## src/rtl/cr_clic_pkg.sv

```systemverilog
// Shared types and helpers for the CLIC arbitration scheduler.
// A candidate is carried at fixed maximum widths so one select function serves every stage.
package cr_clic_pkg;

    localparam int unsigned LVL_MAX_W   = 8;
    localparam int unsigned ID_MAX_W    = 8;
    localparam int unsigned HOLD_CYCLES = 2;

    typedef enum logic [1:0] {
        IDLE  = 2'd0,
        OFFER = 2'd1,
        ACK   = 2'd2,
        HOLD  = 2'd3
    } arb_state_e;

    typedef struct packed {
        logic                 vld;
        logic [LVL_MAX_W-1:0] level;
        logic [ID_MAX_W-1:0]  id;
        logic                 hv;
    } arb_cand_t;

    localparam int unsigned CAND_W = $bits(arb_cand_t);

    // Keep 'a' unless 'b' is valid and strictly higher; 'a' is always the lower index.
    function automatic arb_cand_t arb_select(input arb_cand_t a, input arb_cand_t b);
        if (b.vld && (!a.vld || (b.level > a.level))) begin
            return b;
        end
        return a;
    endfunction

    // Depth of a 4-ary reduction tree over n leaves.
    function automatic int unsigned clog4(input int unsigned n);
        int unsigned lvls;
        int unsigned span;
        lvls = 0;
        span = 1;
        while (span < n) begin
            span = span * 4;
            lvls = lvls + 1;
        end
        return lvls;
    endfunction

endpackage

```

## src/rtl/cr_clic_arb_cmp4.sv

```systemverilog
// Combinational 4-input max-select; ties resolve to the lowest input slot.
module cr_clic_arb_cmp4
    import cr_clic_pkg::*;
(
    input  logic [4*CAND_W-1:0] cands,
    output logic [CAND_W-1:0]   win
);

    arb_cand_t c0;
    arb_cand_t c1;
    arb_cand_t c2;
    arb_cand_t c3;
    arb_cand_t lo_win;
    arb_cand_t hi_win;
    arb_cand_t top_win;

    assign c0 = cands[0*CAND_W +: CAND_W];
    assign c1 = cands[1*CAND_W +: CAND_W];
    assign c2 = cands[2*CAND_W +: CAND_W];
    assign c3 = cands[3*CAND_W +: CAND_W];

    always_comb begin
        lo_win  = arb_select(c0, c1);
        hi_win  = arb_select(c2, c3);
        top_win = arb_select(lo_win, hi_win);
    end

    assign win = top_win;

endmodule

```

## src/rtl/cr_clic_arb_sched.sv

```systemverilog
// CLIC arbitration scheduler: two-stage registered max tree feeding a valid/ack offer FSM
// that returns a one-cycle acknowledge to the winning kid.
module cr_clic_arb_sched
    import cr_clic_pkg::*;
#(
    parameter int unsigned INT_NUM = 64,
    parameter int unsigned CTLBITS = 3,
    parameter int unsigned ID_W    = $clog2(INT_NUM)
) (
    input  logic                           forever_cpuclk,
    input  logic                           cpurst,
    input  logic [INT_NUM-1:0]             kid_arb_int_req,
    input  logic [INT_NUM*(CTLBITS+1)-1:0] kid_arb_int_all,
    input  logic [INT_NUM-1:0]             kid_arb_int_hv,
    input  logic [CTLBITS:0]               ctrl_arb_thresh,
    input  logic                           ctrl_arb_flush,
    input  logic                           cpu_arb_int_ack,
    output logic                           arb_cpu_int_vld,
    output logic [ID_W-1:0]                arb_cpu_int_id,
    output logic [CTLBITS:0]               arb_cpu_int_level,
    output logic                           arb_cpu_int_hv,
    output logic [INT_NUM-1:0]             arb_kid_ack_int
);

    localparam int unsigned LW     = CTLBITS + 1;
    localparam int unsigned GROUPS = INT_NUM / 4;
    localparam int unsigned LEVELS = clog4(GROUPS);

    logic [INT_NUM*CAND_W-1:0] kid_cands;
    logic [GROUPS*CAND_W-1:0]  grp_win;
    logic [GROUPS*CAND_W-1:0]  grp_q;
    logic [INT_NUM-1:0]        req_q;
    arb_cand_t                 root;
    arb_cand_t                 cand_d;
    arb_cand_t                 cand_q;

    arb_state_e                state_q;
    arb_state_e                state_d;
    logic [1:0]                cnt_q;
    logic [1:0]                cnt_d;
    arb_cand_t                 out_q;
    arb_cand_t                 out_d;
    logic [INT_NUM-1:0]        ack_q;
    logic [INT_NUM-1:0]        ack_d;

    // Widen every kid into a candidate record.
    for (genvar i = 0; i < INT_NUM; i++) begin : g_kid
        arb_cand_t c;
        assign c.vld   = kid_arb_int_req[i];
        assign c.level = LVL_MAX_W'(kid_arb_int_all[i*LW +: LW]);
        assign c.id    = ID_MAX_W'(i);
        assign c.hv    = kid_arb_int_hv[i];
        assign kid_cands[i*CAND_W +: CAND_W] = c;
    end

    for (genvar g = 0; g < GROUPS; g++) begin : g_grp
        cr_clic_arb_cmp4 u_grp_cmp (
            .cands (kid_cands[g*4*CAND_W +: 4*CAND_W]),
            .win   (grp_win[g*CAND_W +: CAND_W])
        );
    end

    // Final tree over the group registers, padded with invalid leaves to a power of four.
    for (genvar k = 0; k <= LEVELS; k++) begin : g_lvl
        localparam int unsigned N = 32'd1 << (2 * (LEVELS - k));
        logic [N*CAND_W-1:0] node;
        if (k == 0) begin : g_leaf
            assign node = (N*CAND_W)'(grp_q);
        end else begin : g_cmp
            for (genvar i = 0; i < N; i++) begin : g_node
                cr_clic_arb_cmp4 u_tree_cmp (
                    .cands (g_lvl[k-1].node[i*4*CAND_W +: 4*CAND_W]),
                    .win   (node[i*CAND_W +: CAND_W])
                );
            end
        end
    end

    assign root = g_lvl[LEVELS].node;

    always_comb begin
        cand_d     = root;
        cand_d.vld = root.vld && (root.level > LVL_MAX_W'(ctrl_arb_thresh));
    end

    // req_q tracks the group stage so a withdraw never races a stale candidate.
    always_ff @(posedge forever_cpuclk) begin
        if (cpurst) begin
            grp_q  <= '0;
            cand_q <= '0;
            req_q  <= '0;
        end else if (ctrl_arb_flush) begin
            grp_q  <= '0;
            cand_q <= '0;
            req_q  <= kid_arb_int_req;
        end else begin
            grp_q  <= grp_win;
            cand_q <= cand_d;
            req_q  <= kid_arb_int_req;
        end
    end

    always_ff @(posedge forever_cpuclk) begin
        if (cpurst) begin
            state_q <= IDLE;
            cnt_q   <= '0;
            out_q   <= '0;
            ack_q   <= '0;
        end else begin
            state_q <= state_d;
            cnt_q   <= cnt_d;
            out_q   <= out_d;
            ack_q   <= ack_d;
        end
    end

    always_comb begin
        state_d = state_q;
        cnt_d   = cnt_q;
        out_d   = out_q;
        ack_d   = '0;
        unique case (state_q)
            IDLE: begin
                if (cand_q.vld) begin
                    out_d   = cand_q;
                    state_d = OFFER;
                end
            end
            OFFER: begin
                if (cpu_arb_int_ack) begin
                    ack_d[out_q.id[ID_W-1:0]] = 1'b1;
                    out_d   = '0;
                    state_d = ACK;
                end else if (cand_q.vld && (cand_q.level > out_q.level)) begin
                    out_d = cand_q;
                end else if (!req_q[out_q.id[ID_W-1:0]]) begin
                    out_d   = '0;
                    state_d = IDLE;
                end
            end
            ACK: begin
                cnt_d   = '0;
                state_d = HOLD;
            end
            HOLD: begin
                if (cnt_q == 2'(HOLD_CYCLES - 1)) begin
                    cnt_d   = '0;
                    state_d = IDLE;
                end else begin
                    cnt_d = cnt_q + 2'd1;
                end
            end
            default: begin
                state_d = IDLE;
            end
        endcase
        if (ctrl_arb_flush) begin
            state_d = IDLE;
            cnt_d   = '0;
            out_d   = '0;
            ack_d   = '0;
        end
    end

    if (ID_W < ID_MAX_W) begin : g_id_pad
        logic unused_id_bits;
        assign unused_id_bits = ^out_q.id[ID_MAX_W-1:ID_W];
    end

    assign arb_cpu_int_vld   = out_q.vld;
    assign arb_cpu_int_id    = out_q.id[ID_W-1:0];
    assign arb_cpu_int_level = out_q.level[LW-1:0];
    assign arb_cpu_int_hv    = out_q.hv;
    assign arb_kid_ack_int   = ack_q;

endmodule

```

## config.mk

```make
export PLATFORM = sky130hd
export DESIGN_NAME = cr_clic_arb_sched
export DESIGN_NICKNAME = d
export VERILOG_FILES = /design/src/rtl/cr_clic_pkg.sv /design/src/rtl/cr_clic_arb_cmp4.sv /design/src/rtl/cr_clic_arb_sched.sv
export SDC_FILE = /design/constraint.sdc
export NUM_CORES = 1
export LEC_CHECK = 0
export BUFFER_PORTS_ARGS = -buffer_cell sky130_fd_sc_hd__buf_2
export CELL_PAD_IN_SITES_DETAIL_PLACEMENT = 1
export CELL_PAD_IN_SITES_GLOBAL_PLACEMENT = 1
export CORE_UTILIZATION = 47
export DETAILED_ROUTE_END_ITERATION = 10
export GPL_TIMING_DRIVEN = 0
export PLACE_DENSITY = 0.93
export REMOVE_ABC_BUFFERS = 1
export SYNTH_ARGS = -nofsm -noshare
export SYNTH_HDL_FRONTEND = slang
export SYNTH_HIERARCHICAL = 1
export SYNTH_SLANG_ARGS = --single-unit
```

## constraint.sdc

```tcl
create_clock -name forever_cpuclk -period 9.8 [get_ports forever_cpuclk]
set_input_delay 2.45 -clock forever_cpuclk [delete_from_list [all_inputs] [get_ports forever_cpuclk]]
set_output_delay 2.45 -clock forever_cpuclk [all_outputs]
set_load 0.03 [all_outputs]
```

After elaboration in Yosys (flattened, before gate mapping)
Index checks and enable logic that the tools add are counted.
{"block": "word_totals", "output_inout_bits": 76, "register_bits": 454, "word_cells": 497, "in_bits": 392}
{"block": "classes", "n_addsub": 1, "reduce_logical": 199, "bitwise_logic": 2, "eq_ne": 9, "mux": 206, "n_lt_le_gt_ge": 67}
{"op": "$mux 18", "n": 130}
{"op": "$gt 8x8->1", "n": 32}
{"op": "$gt 4x4->1", "n": 32}
{"op": "$logic_and 1x1->1", "n": 66}
{"op": "$mux 1", "n": 65}
{"op": "$logic_not 1->1", "n": 63}
{"op": "$logic_or 1x1->1", "n": 63}
{"op": "$pmux 18 s2", "n": 1}
{"op": "$mux 2", "n": 6}
{"op": "$gt 8x4->1", "n": 1}
{"op": "$pmux 2 s4", "n": 1}
{"op": "$lt 6x7->1 const B", "n": 1}
{"op": "$bmux 1 s6", "n": 1}
{"op": "$demux 1 s6", "n": 1}
{"op": "$ge 6x1->1 const B", "n": 1}
{"op": "$ne 3x3->1 const B", "n": 2}
{"op": "$eq 2x1->1 const B", "n": 2}
{"op": "$eq 2x2->1 const B", "n": 2}
{"op": "$ne 2x2->1 const B", "n": 2}
{"op": "$ne 4x4->1 const B", "n": 1}
{"op": "$pmux 2 s2", "n": 1}
{"op": "$reduce_and 4->1", "n": 1}
{"op": "$reduce_bool 2->1", "n": 2}
{"op": "$reduce_or 4->1", "n": 1}
{"op": "5 further kinds", "n": 6}

Longest topological paths before layout
Gate-level depths: netlist of run 1.
{"block": "logic_depth", "depth_word": 22, "ltp_mapped": 45}

Cells and area by module
Netlist of run 1, hierarchy kept.
{"module": "cr_clic_arb_cmp4 (g_grp[0].u_grp_cmp ...)", "area_per_inst_um2": 1212.4, "n_inst": 19, "cells_per_inst": 147, "seq_area_each_um2": 0.0}
{"module": "cr_clic_arb_sched", "area_per_inst_um2": 13335.3, "n_inst": 1, "cells_per_inst": 1165, "seq_area_each_um2": 9048.7}
{"module": "cr_clic_arb_cmp4 (g_lvl[1].g_cmp.g_node[3].u_tree_cmp ...)", "area_per_inst_um2": 1231.2, "n_inst": 2, "cells_per_inst": 146, "seq_area_each_um2": 0.0}

Worst setup path before layout of run 1
Ideal clock, no wire load.
{"block": "synth_timing", "path_type": "register to register", "from": "register grp_q[262], in the netlist g_lvl[0].node[262]", "to": "register cand_q[17] (netlist bit)", "setup_slack_ns": 2.725, "path_buffers": 6, "arrival_ns": 6.951, "path_stages_with_launch": 41, "t_required_ns": 9.676, "path_cell_list": "dfxtp_1 inv_1 ha_1 nor2b_4 o211ai_2 a21oi_1 o41ai_2 buf_6 mux2i_1 inv_1 ha_1 nor2b_1 o211ai_1 a21oi_1 o41ai_1 buf_4 buf_6 mux2i_1 [... 5 more ...] buf_6 mux2i_1 inv_1 ha_1 nor2b_1 o211ai_1 a21oi_1 o41ai_1 buf_4 buf_6 mux2i_1 ha_1 nor2b_1 o21ai_0 nand2b_1 a21oi_1 a41o_1 a21oi_1"}
{"element": "from (decl)", "line_no": "cr_clic_arb_sched.sv:31", "source": "logic [GROUPS*CAND_W-1:0] grp_q;"}
{"element": "from (signal assigned)", "line_no": "cr_clic_arb_sched.sv:97", "source": "grp_q <= grp_win;"}
{"element": "to (signal assigned)", "line_no": "cr_clic_arb_sched.sv:98", "source": "cand_q <= cand_d;"}
{"element": "to (decl)", "line_no": "cr_clic_arb_sched.sv:35", "source": "arb_cand_t cand_q;"}

==> impl_metrics.yaml, run 1 <==
clock_tree:
  cts_hold_buffers: 0
  root_buffer: "clkbuf_16"
  clock_path_buffers: 3
  clkTransAtPathRegs_ns: 0.07
  cts_buffers: 50
  cts_sinks: 420
  cts_tree: "yes"
  clk_latency_ns: 0.63
  h-tree-depth: 2
final_layout:
  syn_to_final_growth_pct: 22.76
  fillers: 9511
  finalNetCount: 6249
  final_area_um2: 45090
  drive_gt1_share_pct: 13.45
run_status:
  status: "completed"
routing:
  routedWlPerCell_um: 22.14
  via_count: 34413
  drt_pre_antenna_iters: 5
  via_per_inst: 5.355
  postRouteAntennaNets: 0
  post-route-drc-count: 0
  first_iter_violations: 1709
  drt_wl_total_um: 142300
critical_path:
  critPathCaptureType: "register"
  start_kind: "register"
  crit_slowest_cell: "a2111oi_0"
  critical_path_required_ns: 10.29
  reg2regPathDepth: 37
  worstPathArrival_ns: 9.99
  slowest_delay_ns: 0.57
  critPathKind: "register to register"
  path_max_fanout: 15
sta:
  finalWorstSetupSlack_ns: 0.3064
  maxSlewViolCount: 0
  hold_viol: 0
  finClkSkew_ns: 0.04027
  max_slew_margin_pct: 7.575
  grt_setup_unrepaired: "false"
  tightestPinTransition_ns: 1.381
  period_needed_ns: 9.494
  finalSetupTns_ns: 0
  period_share_pct: 96.87
  setup_viol: 0
  fmax_mhz: 105.3
power_and_ir_drop:
  p_leak_nw: 25.85
  p_per_area_nw_per_um2: 142.8
  peakVddDrop_v: 0.0001238
global_route:
  grt_max_degree: 67
  grt_first_pass_wirelength_um: 215400
  grt-ovfl-total: 0
  antenna_found_initial: 10
  grt_pass1_vias: 39367
  grt_usage_pct: 35.02
place:
  dpl-instance-area_um2: 43100
  dp_hpwl_um: 103000
  place_congestion: 0.8496
  post-place-ws_ns: 0.2833
  io_buffers: 467
floorplanning:
  die-area_um2: 79270
  core_um2: 77340
  start_util_pct: 47.49
  core.rowCount: 102
  io_pins: 468
  die_h_um: 281.6
  die_w_um: 281.6
run:
  drv_cap: 0
synth:
  netlist_area_um2: 36730
  yosysWarnings: 6
  syn_area_per_cell_um2: 9.047
  synthCells: 4060
min_path:
  hold_path_depth: 2
  hold_path.class: "register to register"
-- placed cells by master (no fill, tap or decap), drive strengths merged, types with 78 or more instances in the layout --
| master | count |
|---|---|
| a21oi | 213 |
| inv | 574 |
| nor2 | 119 |
| buf | 525 |
| mux2i | 955 |
| nor2b | 131 |
| nand2 | 151 |
| conb | 896 |
| and2 | 273 |
| o21ai | 78 |
| nand4 | 105 |
| dfxtp | 420 |
| ha | 516 |
-- final cells by class --
type	count	area [um^2]	area share (%)
Sequential cell	420	8411	18.65
Inverter	574	2155	4.778
Tap cell	1040	1301	2.886
Multi-Input combinational cell	3770	28070	62.25
Clock buffer	64	1435	3.183
Timing Repair Buffer	525	3236	7.176
Antenna cell	3	7.507	0.01665
Clock inverter	30	478.0	1.060
-- worst max-delay path: cells and delay by family, from the launching register on --
kind / cells / cell delay (ns)
flip-flops: 1 / 0.40
AO/OA/AOI/OAI: 13 / 3.25
adder cells (fa/ha/maj): 5 / 1.53
buffers and inverters: 8 / 1.33
multiplexers: 4 / 1.60
AND/OR/NAND/NOR: 7 / 1.22
-- stage by stage --
stage               power (mW)  util, %  hold WS (ns)  std cells
floorplan                3.383        -        0.4088       4764
global placement         3.817    54.35        0.4213       6271
detailed placement       3.984    55.72        0.4302       6324
CTS                      6.235    58.21        0.4409       6418
global route             6.689    58.30        0.4618       6425
finish                   6.440    58.30        0.4406       6426
-- flip-flops by register name, summed over array words and instances (netlist names), named ones only --
name	cells
g_lvl.node	256
arb_kid_ack_int	64
req_q	64
cand_q	16
arb_cpu_int_id	6
arb_cpu_int_level	4
out_q	4
cnt_q	2
arb_cpu_int_hv	1
arb_cpu_int_vld	1
state_q	1
-- final timing paths --
kind                                               startpoint                     to  slack (ns)
worst max-delay path            g_lvl[0].node[190]$_SDFF_PP0_  cand_q[17]$_SDFF_PP0_        0.31
worst min-delay path                    cnt_q[1]$_SDFFE_PP0P_  cnt_q[1]$_SDFFE_PP0P_        0.44
worst max register to register  g_lvl[0].node[190]$_SDFF_PP0_  cand_q[17]$_SDFF_PP0_        0.31
worst min register to register          cnt_q[1]$_SDFFE_PP0P_  cnt_q[1]$_SDFFE_PP0P_        0.44
-- repair_timing --
item,4_1_cts,5_1_grt
gates resized for setup,2,5
pin swaps,0,2
setup buffers,0,5
setup endpoints to repair,1,1
-- metal layers --
metal	up-vias	GRT usage [%]	routed length, um
met3	617	5.925	7185
met2	1213	66.28	74590
met4	12	24.18	10130
li1	15777	-	-
met1	16794	34.58	50270
met5	-	0	82
-- power breakdown --
group	switching (mW)	total, mW	leakage [nW]	internal, mW
logic	1.37	2.36	21.5	0.996
clock network	0.867	2.20	0.930	1.33
registers	0.0652	1.88	3.45	1.81
total	2.30	6.44	25.9	4.14
(Power assumes the default switching activity.)
==> inputs of run 2 (changes only) <==
--- a/config.mk
+++ b/config.mk
@@ -8,10 +8,11 @@
 export BUFFER_PORTS_ARGS = -buffer_cell sky130_fd_sc_hd__buf_2
 export CELL_PAD_IN_SITES_DETAIL_PLACEMENT = 1
 export CELL_PAD_IN_SITES_GLOBAL_PLACEMENT = 1
-export CORE_UTILIZATION = 47
+export CORE_UTILIZATION = 51
 export DETAILED_ROUTE_END_ITERATION = 10
 export GPL_TIMING_DRIVEN = 0
-export PLACE_DENSITY = 0.93
+export MAX_ROUTING_LAYER = met4
+export PLACE_DENSITY = 0.95
 export REMOVE_ABC_BUFFERS = 1
 export SYNTH_ARGS = -nofsm -noshare
 export SYNTH_HDL_FRONTEND = slang
==> constraint.sdc (replaced) <==
create_clock -name forever_cpuclk -period 11.09 [get_ports forever_cpuclk]
set_input_delay 2.7725 -clock forever_cpuclk [delete_from_list [all_inputs] [get_ports forever_cpuclk]]
set_output_delay 2.7725 -clock forever_cpuclk [all_outputs]
set_load 0.03 [all_outputs]
==> impl_metrics.yaml, run 2 (synthesized netlist as in run 1, its figures left out) <==
clock_tree:
  cts_buffers: 50
  cts_hold_buffers: 0
  cts_tree: "yes"
  cts_sinks: 420
  clk_latency_ns: 0.65
  clock_path_buffers: 3
  h-tree-depth: 2
  ctsResizeCount: 0
  post_cts_buffers: 0
  root_buffer: "clkbuf_16"
  clkTransAtPathRegs_ns: 0.07
sta:
  period_share_pct: 94.06
  maxSlewViolCount: 0
  finalSetupTns_ns: 0
  period_needed_ns: 10.43
  setup_viol: 0
  tightestPinTransition_ns: 1.490
  hold_viol: 0
  max_slew_margin_pct: 0.2994
  fmax_mhz: 95.87
  finalWorstSetupSlack_ns: 0.6589
  finClkSkew_ns: 0.03850
  grt_setup_unrepaired: "false"
global_route:
  grt_use_met2_pct: 77.00
  use_met1_pct: 39.62
  busiest_layer: "met2"
  grt_first_pass_wirelength_um: 241100
  grt_usage_pct: 43.86
  grt_max_degree: 67
  antenna_found_initial: 17
  grt.met3_usage_pct: 10.04
  grt-ovfl-total: 0
  grt_pass1_vias: 42073
final_layout:
  largest_reg_flops: 256
  final_cell_mix: "mux2i_1, conb_1, inv_1"
  multi_input_area_um2: 28030
  fillers: 8749
  drive_gt1_share_pct: 13.17
  layout_commonest_cell: "mux2i_1"
  finalNetCount: 6243
  syn_to_final_growth_pct: 21.98
  seq_area_um2: 8411
  instances_no_fill: 6341
power_and_ir_drop:
  power_mw: 5.690
  switching_share_pct: 37.29
  internal_power_mw: 3.568
  switching_power_mw: 2.122
  peakVddDrop_v: 0.0001149
  p_leak_nw: 25.78
  p_per_area_nw_per_um2: 127.0
  power_frac_clock_pct: 32.6
  power_frac_comb_pct: 38.1
  seqPwrFrac_pct: 29.3
place:
  numPlacedInstances: 6233
  post-place-ws_ns: 1.856
  place_congestion: 0.9068
  dp_hpwl_um: 105700
  io_buffers: 467
critical_path:
  crit_slowest_cell: "or3_1"
  reg2regPathDepth: 35
  critPathMostFrequentCell: "ha_1"
  worstPathArrival_ns: 10.93
  timing.rr.start: "g_lvl[0].node[196]$_SDFF_PP0_"
  critical_path_required_ns: 11.59
  r2r_end: "cand_q[17]$_SDFF_PP0_"
  slowest_delay_ns: 0.77
  critPathCaptureType: "register"
  path_max_fanout: 15
  r2r_setup_slack_ns: 0.66
  critPathKind: "register to register"
  start_kind: "register"
  critPathCapture: "cand_q[17]$_SDFF_PP0_"
  worstSetupStartpoint: "g_lvl[0].node[196]$_SDFF_PP0_"
floorplanning:
  die-area_um2: 73100
  start_util_pct: 51.47
  die_w_um: 270.4
  io_pins: 468
  core.rowCount: 98
  core_um2: 71360
  die_h_um: 270.4
routing:
  postRouteAntennaNets: 0
  drt_wl_total_um: 160400
  drt_pre_antenna_iters: 5
  post-route-drc-count: 0
  routedWlPerCell_um: 25.29
  via_count: 36158
  via_per_inst: 5.702
  first_iter_violations: 2009
run_status:
  violations: "max-capacitance violations"
  status: "complete, but fails checks"
min_path:
  hold_path_depth: 2
  hold_path.class: "register to register"
run:
  drv_cap: 1
[run 2: changes by cell type in the layout (fill, tap and decap cells not counted), sizes merged]
cell,previous run,this run
clkinv,14,12
clkbuf,64,70
inv,574,575
clkinvlp,5,1
bufinv,11,7
diode,3,17
buf,525,519
[run 2: power by group through the flow]
| stage | clock (mW) | sequential [mW] | combinational [mW] |
|---|---|---|---|
| 3_3_place_gp | 0 | 1.68 | 1.69 |
| 3_5_place_dp | 0 | 1.68 | 1.85 |
| 2_1_floorplan | 0 | 1.66 | 1.33 |
| 5_1_grt | 1.92 | 1.67 | 2.28 |
| 4_1_cts | 1.86 | 1.66 | 1.94 |
| 6_report | 1.85 | 1.67 | 2.17 |
[run 2: layout make-up]
type | instances | share of cell area, %
antenna | 17 | 0.09495
clock buffer | 70 | 3.295
clock inverter | 21 | 0.6814
inverter | 574 | 4.809
multi-input combinational | 3770 | 62.57
sequential | 420 | 18.77
tap | 950 | 2.653
timing repair buffer | 519 | 7.124
[run 2: worst max-delay path, delay by kind of cell, from the launching register on]
kind | cells | cell delay (ns)
muxes | 4 | 1.57
adders and majority gates | 5 | 1.61
AOI/OAI and AO/OA | 14 | 4.18
DFF | 1 | 0.37
buffers and inverters | 6 | 1.01
and+or+nand+nor | 6 | 1.52
[run 2: worst min-delay path by stage]
stage          slack (ns)                    end             startpoint
2_1_floorplan        0.41  cnt_q[1]$_SDFFE_PP0P_  cnt_q[1]$_SDFFE_PP0P_
3_3_place_gp         0.42  cnt_q[1]$_SDFFE_PP0P_  cnt_q[1]$_SDFFE_PP0P_
3_5_place_dp         0.44  cnt_q[1]$_SDFFE_PP0P_  cnt_q[1]$_SDFFE_PP0P_
4_1_cts              0.47  cnt_q[1]$_SDFFE_PP0P_  cnt_q[1]$_SDFFE_PP0P_
5_1_grt              0.50  cnt_q[1]$_SDFFE_PP0P_  cnt_q[1]$_SDFFE_PP0P_
6_report             0.47  cnt_q[1]$_SDFFE_PP0P_  cnt_q[1]$_SDFFE_PP0P_
[run 2: stage by stage]
step / instance area, um^2 / hold slack, ns / utilization [%]
3_5_place_dp: 42980 / 0.4404 / 60.22
6_report: 44800 / 0.4722 / 62.78
2_1_floorplan: 38400 / 0.4088 / -
4_1_cts: 44760 / 0.4682 / 62.72
5_1_grt: 44800 / 0.5045 / 62.78
3_3_place_gp: 41920 / 0.4168 / 58.75
[run 2: per-layer routing]
metal	vias up	routed length (um)
met5	-	0
met4	0	16310
met3	1107	9806
met2	1756	80070
met1	17483	54210
li1	15812	-
